### src/rtl/apb_master_bridge.sv
// apb_master_bridge: single-outstanding valid/ready request to APB SETUP/ACCESS sequencer.
// Optional build macro APB_TIMEOUT_EN aborts a stalled ACCESS phase and flags rsp_err.
module apb_master_bridge #(
  parameter int ADDR_W         = 4,
  parameter int DATA_W         = 8,
  parameter int TIMEOUT_CYCLES = 16
) (
  input  logic              PCLK,
  input  logic              PRESETn,
  input  logic              req_valid,
  output logic              req_ready,
  input  logic              req_write,
  input  logic [ADDR_W-1:0] req_addr,
  input  logic [DATA_W-1:0] req_wdata,
  output logic              rsp_valid,
  output logic [DATA_W-1:0] rsp_rdata,
  output logic              rsp_err,
  output logic              PSELx,
  output logic              PENABLE,
  output logic              PWRITE,
  output logic [ADDR_W-1:0] PADDR,
  output logic [DATA_W-1:0] PWDATA,
  input  logic [DATA_W-1:0] PRDATA,
  input  logic              PREADY
);

  typedef enum logic [1:0] {
    IDLE   = 2'd0,
    SETUP  = 2'd1,
    ACCESS = 2'd2
  } state_t;

  state_t              state_r, state_s;
  logic                psel_s, penable_s, pwrite_s;
  logic [ADDR_W-1:0]   paddr_s;
  logic [DATA_W-1:0]   pwdata_s;
  logic                rsp_valid_s, rsp_err_s;
  logic [DATA_W-1:0]   rsp_rdata_s;

`ifdef APB_TIMEOUT_EN
  localparam int CNT_W = $clog2(TIMEOUT_CYCLES + 1);
  logic [CNT_W-1:0]    wait_cnt_r, wait_cnt_s;
`endif

  assign req_ready = (state_r == IDLE);

  // Next-state and next-value decode for every registered output
  always_comb begin
    state_s     = state_r;
    psel_s      = PSELx;
    penable_s   = PENABLE;
    pwrite_s    = PWRITE;
    paddr_s     = PADDR;
    pwdata_s    = PWDATA;
    rsp_valid_s = 1'b0;
    rsp_rdata_s = rsp_rdata;
    rsp_err_s   = rsp_err;
`ifdef APB_TIMEOUT_EN
    wait_cnt_s  = wait_cnt_r;
`endif
    case (state_r)
      IDLE: begin
        if (req_valid) begin
          psel_s    = 1'b1;
          penable_s = 1'b0;
          pwrite_s  = req_write;
          paddr_s   = req_addr;
          pwdata_s  = req_wdata;
          state_s   = SETUP;
        end else begin
          state_s   = IDLE;
        end
      end
      SETUP: begin
        penable_s = 1'b1;
        state_s   = ACCESS;
`ifdef APB_TIMEOUT_EN
        wait_cnt_s = {CNT_W{1'b0}};
`endif
      end
      ACCESS: begin
        // Normal completion has priority over a timeout in the same cycle
        if (PREADY) begin
          psel_s      = 1'b0;
          penable_s   = 1'b0;
          rsp_valid_s = 1'b1;
          rsp_err_s   = 1'b0;
          rsp_rdata_s = PWRITE ? {DATA_W{1'b0}} : PRDATA;
          state_s     = IDLE;
        end
`ifdef APB_TIMEOUT_EN
        else if (wait_cnt_r == CNT_W'(TIMEOUT_CYCLES - 1)) begin
          psel_s      = 1'b0;
          penable_s   = 1'b0;
          rsp_valid_s = 1'b1;
          rsp_err_s   = 1'b1;
          rsp_rdata_s = {DATA_W{1'b0}};
          state_s     = IDLE;
        end else begin
          wait_cnt_s  = wait_cnt_r + CNT_W'(1);
        end
`else
        else begin
          state_s = ACCESS;
        end
`endif
      end
      default: begin
        psel_s    = 1'b0;
        penable_s = 1'b0;
        state_s   = IDLE;
      end
    endcase
  end

  // State and output registers; reset drops the bus and discards any transfer
  always_ff @(posedge PCLK or negedge PRESETn) begin
    if (!PRESETn) begin
      state_r   <= IDLE;
      PSELx     <= 1'b0;
      PENABLE   <= 1'b0;
      PWRITE    <= 1'b0;
      PADDR     <= {ADDR_W{1'b0}};
      PWDATA    <= {DATA_W{1'b0}};
      rsp_valid <= 1'b0;
      rsp_rdata <= {DATA_W{1'b0}};
      rsp_err   <= 1'b0;
`ifdef APB_TIMEOUT_EN
      wait_cnt_r <= {CNT_W{1'b0}};
`endif
    end else begin
      state_r   <= state_s;
      PSELx     <= psel_s;
      PENABLE   <= penable_s;
      PWRITE    <= pwrite_s;
      PADDR     <= paddr_s;
      PWDATA    <= pwdata_s;
      rsp_valid <= rsp_valid_s;
      rsp_rdata <= rsp_rdata_s;
      rsp_err   <= rsp_err_s;
`ifdef APB_TIMEOUT_EN
      wait_cnt_r <= wait_cnt_s;
`endif
    end
  end

endmodule

### config.mk
export PLATFORM = sky130hd
export DESIGN_NAME = apb_master_bridge
export DESIGN_NICKNAME = d
export VERILOG_FILES = /design/src/rtl/apb_master_bridge.sv
export SDC_FILE = /design/constraint.sdc
export NUM_CORES = 1
export LEC_CHECK = 0
export ABC_AREA = 1
export BUFFER_PORTS_ARGS = -buffer_cell sky130_fd_sc_hd__buf_2
export CAP_MARGIN = 20
export CELL_PAD_IN_SITES_DETAIL_PLACEMENT = 1
export CELL_PAD_IN_SITES_GLOBAL_PLACEMENT = 1
export CORE_MARGIN = 2
export CORE_UTILIZATION = 32
export CTS_CLUSTER_DIAMETER = 80
export DETAILED_ROUTE_END_ITERATION = 12
export GPL_TIMING_DRIVEN = 0
export PLACE_DENSITY = 0.75
export SYNTH_ARGS = -nofsm -noshare
export SYNTH_HDL_FRONTEND = slang
export SYNTH_SLANG_ARGS = --single-unit
### constraint.sdc
create_clock -name PCLK -period 1.3 [get_ports PCLK]
set_clock_uncertainty 0.1 [all_clocks]
set_input_delay 0.13 -clock PCLK [delete_from_list [all_inputs] [get_ports PCLK]]
set_output_delay 0.13 -clock PCLK [all_outputs]
set_load 0.01 [all_outputs]
==> summary.md, run 1 <==
| Metric | Value |
|---|---|
| Status | complete, but fails checks |
| Failing checks | setup timing |
| Data arrival, critical path | 1.10 ns |
| First-pass iteration count of the detailed router | 4 |
| Yosys warns | 0 |
| Post-DP HPWL | 2100 µm |
| Clock sinks | 26 |
| R2R depth | 6 |
| Number of global-route vias before repair | roughly 1,200 |
| Period utilization | 1.02 |
| Via density per instance | 4.45 |
| Overflow after GRT | 0 |
| Placed cell count | between 200 and 250 |
| DR iter-0 viols | 28 |
| Root Driver | clkbuf_4 |
| Hold path start | PRDATA[2] |
| I/O pin count | 51 |
| VDD IR max | 0.798 mV |
| Hold path depth | 5 |
| DIE HEIGHT | 63.0 µm |
| Fin crit period | 1.33 ns |
| Share of layout cells above drive strength 1 | 0.337 |
| Die ar. | 0.00397 mm² |
| Residual DRC | 0 |
| Max_cap viols | 0 |
| Min-delay worst type | in -> reg |
| Std cell rows | 21 |
| Fillers | 432 |
| Seq/Total Area, Yosys | 0.584 |
| Startpoint type of the worst setup path | flop |
| Antenna violations before repair | 0 |
| CTS tree | done |
| First-pass GRT wire length | 5410 µm |
| Worst-path clk slew | 0.14 ns |
| Core ar. | between 0.003 and 0.004 mm² |
| GP Congestion | 0.682 |
| Hold Slack | 0.0187 ns |
| Final Routed Wirelength | between 3000 and 4000 µm |
| Vias | about 1,100 |
| Setup crit end kind | primary output |
| Largest net degree at the start of global routing | 27 |
| RSZ-0062 raised after global routing | yes |
| Crit path kind | reg -> out |
| Layout area overhead | 51.3% |
| Hold Path Sink | rsp_rdata[2] |
| Syn Nets | 154 |
| Post-route ant nets | 0 |
| Area occupied by multi-input gates | ~380 µm² |
| Rel. slew slack | 0.605 |
| P_leak | 0.983 nW |
| Data required time of the worst path | 1.07 ns |
| Critical path peak fanout | 2 |
| Post-route setup TNS | -0.0300 ns |
| R2R setup slack | 0 ns |
| Total CTS buffers | 3 |
| Peak Freq | 752 MHz |
| Clk buf depth | 2 |
| Register area | 653 µm² |
| Slew @ Worst Pin | 0.592 ns |
| FF-to-FF Start | state_r[0] |
| Final Max Slew Viols | 0 |
| Final Hold Viols | 0 |
| Worst skew pair latency | 0.32 ns |
| Cell Area, Synth | 0.00111 mm² |
| H-tree levels | 1 |
| FF+latch count, synth | 26 |
| DR WL/cell | 12.4 µm |
| Cells after Synth | 129 |
| Fin cells | 251 |
| Initial Util | 0.334 |
| Final core utilization | 0.505 |
| Distinct cells, synth | 15 |
| GRT Util Overall | 0.171 |
| Avg Inst Size Synth | 8.63 µm² |
| Final setup vio count | 1 |
| Setup WS pre-CTS | -0.0421 ns |
| Final worst setup slack | -0.0300 ns |
| R2r endpoint | PADDR[0] |
| Fin nets | 231 |
| # port buffers | 49 |
| Die X | 63.0 µm |
| Cell Pwr Density | 1990 mW/mm² |
| Ant. Diodes | 0 |
## kinds of logic (layout without fill, tap and decap cells)
group	after synthesis	in the layout	synth area share
flops	26	26	0.584
buf+inv	18	94	0.0764
simple gates	83	83	0.331
other cells	1	1	0.00337
compound gates	1	1	0.00449
## cell usage after synthesis
cell,count,area share
o21ai_0,1,0.0045
buf_2,2,0.0090
nor2_1,12,0.040
nand2_1,45,0.15
dfrtp_1,26,0.58
nor2_4,2,0.020
or2_2,1,0.0056
nand3_1,21,0.094
clkbuf_1,1,0.0034
inv_1,12,0.040
buf_6,1,0.010
nand2_4,1,0.010
buf_4,2,0.013
conb_1,1,0.0034
nand3_2,1,0.0090
## placed cells by master (no fill, tap or decap), drive strengths merged
| master | n |
|---|---|
| buf | 58 |
| clkbuf | 5 |
| conb | 1 |
| dfrtp | 26 |
| dlygate4sd3 | 19 |
| inv | 12 |
| nand2 | 46 |
| nand3 | 22 |
| nor2 | 14 |
| o21ai | 1 |
| or2 | 1 |
## how the worst max path moves through the flow
| stage | startpoint | end | slack, ns | depth (start not counted) |
|---|---|---|---|---|
| floorplan | state_r[0] | PADDR[0] | 0.13 | 5 |
| global placement | state_r[0] | req_ready | 0.02 | 3 |
| detailed placement | state_r[0] | PADDR[0] | -0.04 | 5 |
| CTS | state_r[1] | req_ready | -0.04 | 3 |
| global route | state_r[0] | req_ready | -0.09 | 3 |
| finish | state_r[0] | req_ready | -0.03 | 3 |
## per-layer routing
layer / share of wire / wire length (µm) / up-vias / global-route usage
met1: 0.44 / 1360 / 530 / 0.200
li1: - / - / 546 / -
met4: 0.0067 / 21 / 0 / 0.0500
met5: 0 / 0 / - / 0
met2: 0.51 / 1590 / 38 / 0.319
met3: 0.048 / 150 / 2 / 0.0252
## critical path, cell delays in order (launching register included)
cell and delay (ns):
dfrtp_2 0.45, nor2_4 0.13, buf_6 0.11, buf_6 0.09
## power by group
group / internal, mW / leakage, nW / switching [mW]
Clock: 0.171 / 0.0210 / 0.238
Combinational: 0.688 / 0.638 / 0.900
Sequential: 1.16 / 0.324 / 0.192
Total: 2.02 / 0.983 / 1.33
## sequential cells by signal, indices dropped and copies added, names as in the netlist
signal     count
PADDR          4
rsp_rdata      8
PSELx          1
PENABLE        1
PWDATA         8
rsp_valid      1
state_r        2
PWRITE         1
## repair_timing
action | in CTS | in global routing
setup buffers | 4 | 0
pin swaps | 1 | 1
hold buffers | 19 | 0
setup endpoints to repair | 9 | 9
gates resized for setup | 4 | 0
endpoints found under the hold margin | 43 | 0
## cell type report
class | instances | area share
Clock buffer | 4 | 0.0215
Inverter | 12 | 0.0267
Multi-Input combinational cell | 85 | 0.224
Buffer | 6 | 0.0260
Sequential cell | 26 | 0.388
Timing Repair Buffer | 72 | 0.280
Tap cell | 46 | 0.0341
## per-stage QoR
step	power (mW)	instance area (µm²)
2_1_floorplan	2.19	1110
3_3_place_gp	2.72	1420
3_5_place_dp	2.79	1420
4_1_cts	3.40	1690
5_1_grt	3.66	1690
6_report	3.35	1690
(Power assumes the default switching activity.)
==> run 2, diff against run 1 <==
--- a/config.mk
+++ b/config.mk
@@ -7,3 +7,2 @@
 export LEC_CHECK = 0
-export ABC_AREA = 1
 export BUFFER_PORTS_ARGS = -buffer_cell sky130_fd_sc_hd__buf_2
@@ -13,3 +12,3 @@
 export CORE_MARGIN = 2
-export CORE_UTILIZATION = 32
+export CORE_UTILIZATION = 33
 export CTS_CLUSTER_DIAMETER = 80
@@ -17,3 +16,3 @@
 export GPL_TIMING_DRIVEN = 0
-export PLACE_DENSITY = 0.75
+export PLACE_DENSITY = 0.74
 export SYNTH_ARGS = -nofsm -noshare
==> constraint.sdc (replaced) <==
create_clock -name PCLK -period 1.3 [get_ports PCLK]
set_clock_uncertainty 0.1 [all_clocks]
set_input_delay 0.065 -clock PCLK [delete_from_list [all_inputs] [get_ports PCLK]]
set_output_delay 0.065 -clock PCLK [all_outputs]
set_load 0.01 [all_outputs]
==> summary.md, run 2 <==
| Metric | Value |
|---|---|
| Clock sinks | 26 (unchanged) |
| Failing checks | setup timing (unchanged) |
| Number of global-route vias before repair | 995 (was 1,227) |
| R2R depth | 3 (was 6) |
| Worst setup startpoint | state_r[1] (was state_r[0]) |
| FFs w/ async S/R, synth | 1.00 (unchanged) |
| Ant. Diodes | 0 (unchanged) |
| VDD IR max | 1.12 mV (was 0.798 mV) |
| Initial Util | 0.346 (was 0.334) |
| Commonest register cell after synthesis | dfrtp_1 (unchanged) |
| FF-to-FF Start | state_r[1] (was state_r[0]) |
| Period utilization | 1.10 (was 1.02) |
| Fin crit period | 1.42 ns (was 1.33 ns) |
| Slew @ Worst Pin | 0.567 ns (was 0.592 ns) |
| Cell Pwr Density | 2070 mW/mm² (was 1990 mW/mm²) |
| Post-route ant nets | 0 (unchanged) |
| DIE HEIGHT | 60.4 µm (was 63.0 µm) |
| Via density per instance | 4.40 (was 4.45) |
| First-pass iteration count of the detailed router | 4 (unchanged) |
| Die X | 60.4 µm (was 63.0 µm) |
| Overflow after GRT | 0 (unchanged) |
| Post-DP HPWL | 1740 µm (was 2100 µm) |
| P_leak | 0.884 nW (was 0.983 nW) |
| CTS tree | done (unchanged) |
| Min-delay worst type | in -> reg (unchanged) |
| Setup crit end kind | flop (was primary output) |
| Placed cell count | 174 (was 224) |
| Critical path peak fanout | 5 (was 2) |
| Root Driver | clkbuf_4 (unchanged) |
| Most frequent cells in the layout | buf_2, dfrtp_1, dlygate4sd3_1, mux2_4 (was buf_2, nand2_1, dfrtp_1, nand3_1, dlygate4sd3_1) |
| Core ar. | 0.00303 mm² (was 0.00334 mm²) |
| R2R setup slack | -0.12 ns (was 0 ns) |
| Data arrival, critical path | 1.55 ns (was 1.10 ns) |
| GP Congestion | 0.647 (was 0.682) |
| RSZ-0062 raised after global routing | yes (unchanged) |
| Fillers | 321 (was 432) |
| Commonest non-fill, non-tap cell in the layout | buf_2 (unchanged) |
| Final Routed Wirelength | 3120 µm (about the same) |
| Cell Area, Synth | 0.00105 mm² (was 0.00111 mm²) |
| Std cell rows | 20 (was 21) |
| Hold path depth | 4 (was 5) |
| Biggest regs | PWDATA (8), rsp_rdata (8), PADDR (4) (unchanged) |
| Distinct cells, synth | 19 (was 15) |
| GRT Util Overall | 0.174 (was 0.171) |
| Antenna violations before repair | 0 (unchanged) |
| Startpoint type of the worst setup path | flop (unchanged) |
| Final instance area | 0.00174 mm² (was 0.00169 mm²) |
| H-tree levels | 1 (unchanged) |
| First-pass GRT wire length | 4650 µm (was 5410 µm) |
| Top post-synthesis cells by count | dfrtp_1, mux2_2, nand2_1, nand2b_1, o21ai_0 (was nand2_1, dfrtp_1, nand3_1) |
| Worst skew pair latency | 0.32 ns (about the same) |
| Yosys top cell area share | 0.621 (was 0.584) |
| FF+latch count, synth | 26 (unchanged) |
| Clk buf depth | 2 (unchanged) |
| DR WL/cell | 15.0 µm (was 12.4 µm) |
| Syn Nets | 106 (was 154) |
| Final worst setup slack | -0.124 ns (was -0.0300 ns) |
| Critical Path End | PWDATA[3] (was req_ready) |
| Fin nets | 190 (was 231) |
| Cells after Synth | 81 (was 129) |
| Yosys top cell by area | dfrtp_1 (unchanged) |
| Worst-path clk slew | 0.15 ns (was 0.14 ns) |
| Final Hold Viols | 0 (unchanged) |
| Post-route setup TNS | -1.46 ns (was -0.0300 ns) |
| Total Power | 3.61 mW (was 3.35 mW) |
| R2r endpoint | PWDATA[3] (was PADDR[0]) |
| Setup WS pre-CTS | -0.241 ns (was -0.0421 ns) |
| Final setup vio count | 15 (was 1) |
| Avg Inst Size Synth | 12.9 µm² (was 8.63 µm²) |
| Dpl cell area | 0.00135 mm² (was 0.00142 mm²) |
| Rel. slew slack | 0.622 (was 0.605) |
| Residual DRC | 0 (unchanged) |
| Total CTS buffers | 3 (unchanged) |
| Vias | 916 (was 1,116) |
| Peak Freq | 702 MHz (was 752 MHz) |
| Final Max Slew Viols | 0 (unchanged) |
| Synth top area cells | dfrtp_1, mux2_2, nand2b_1 (was dfrtp_1, nand2_1, nand3_1) |
| Fin cells | 208 (was 251) |
| Seq/Total Area, Yosys | 0.621 (was 0.584) |
| Die ar. | 0.00364 mm² (was 0.00397 mm²) |
| Layout area overhead | 66.1% (was 51.3%) |
| Status | complete, but fails checks (unchanged) |
| Data required time of the worst path | 1.43 ns (was 1.07 ns) |
| I/O pin count | 51 (unchanged) |
| Max_cap viols | 0 (unchanged) |
| Largest net degree at the start of global routing | 27 (unchanged) |
| Yosys warns | 0 (unchanged) |
| Post-synth EDFFs | 0 (unchanged) |
| Most common cell in the synthesized netlist | dfrtp_1 (was nand2_1) |
| # port buffers | 49 (unchanged) |
| DR iter-0 viols | 17 (was 28) |
| Crit path kind | reg -> reg (was reg -> out) |
| Share of layout cells above drive strength 1 | 0.506 (was 0.337) |
run 2: changes by cell type after synthesis, moves of 2 or more:
| cell | previous run | this run |
|---|---|---|
| buf_2 | 2 | 0 |
| inv_1 | 12 | 4 |
| mux2_2 | 0 | 13 |
| nand2_1 | 45 | 8 |
| nand2b_1 | 0 | 8 |
| nand3_1 | 21 | 0 |
| nor2_1 | 12 | 1 |
| nor2_4 | 2 | 0 |
| o21ai_0 | 1 | 8 |
run 2: logic make-up (layout without fill, tap and decap cells):
family | count (synthesis) | after routing | synth area share
flops | 26 | 26 | 0.621
compound gates | 13 | 13 | 0.0752
buf+inv | 7 | 90 | 0.0430
simple gates | 21 | 21 | 0.118
mux | 13 | 13 | 0.140
other cells | 1 | 1 | 0.00358
run 2: metal layers:
| layer | vias to the layer above | routed length (µm) | global-route usage |
|---|---|---|---|
| met2 | 29 | 1730 | 0.345 |
| met1 | 448 | 1210 | 0.201 |
| met4 | 0 | 29 | 0.0190 |
| met5 | - | 0 | 0 |
| li1 | 435 | - | - |
| met3 | 4 | 146 | 0.0256 |
run 2: cell type report:
cell class / instances / area [µm²] / share of cell area
buffer: 3 / 30.0 / 0.0172
clock buffer: 4 / 36.3 / 0.0208
inverter: 4 / 15.0 / 0.00862
multi-input combinational: 48 / 409 / 0.235
sequential: 26 / 653 / 0.375
tap: 44 / 55.1 / 0.0316
timing repair buffer: 79 / 543 / 0.312
run 2: power breakdown:
group          internal [mW]  total (mW)  switching (mW)
logic                  0.971        1.73           0.755
registers               1.20        1.46           0.266
clock network          0.171       0.423           0.252
run 2: how the worst min path moves through the flow:
stage                          from        end  slack [ns]
after floorplan             PRESETn   PADDR[0]       -0.33
after global placement      PRESETn  PWDATA[5]      -0.009
after detailed placement    PRESETn   PADDR[1]      0.0009
after CTS                 req_valid    PENABLE        0.07
after global routing      req_valid    PENABLE        0.12
final                     req_valid    PENABLE        0.08
run 2: what timing repair did:
item	4_1_cts	5_1_grt
hold buffers	23	0
resized for setup	0	25
pin swaps	1	1
endpoints found under the setup margin	21	23
hold endpoints to repair	50	0
setup buffers	4	1
gates cloned	0	2
run 2: through the flow:
stage                util  hold slack, ns
floorplan               -          -0.331
global route        0.575           0.118
global placement    0.446        -0.00876
CTS                 0.544          0.0691
finish              0.575          0.0806
detailed placement  0.446        0.000888
run 2: critical path, stage by stage, from the launching register on:
cell     delay (ns)
dfrtp_2        0.46
nor3_4         0.28
buf_6          0.19
mux2_4         0.30
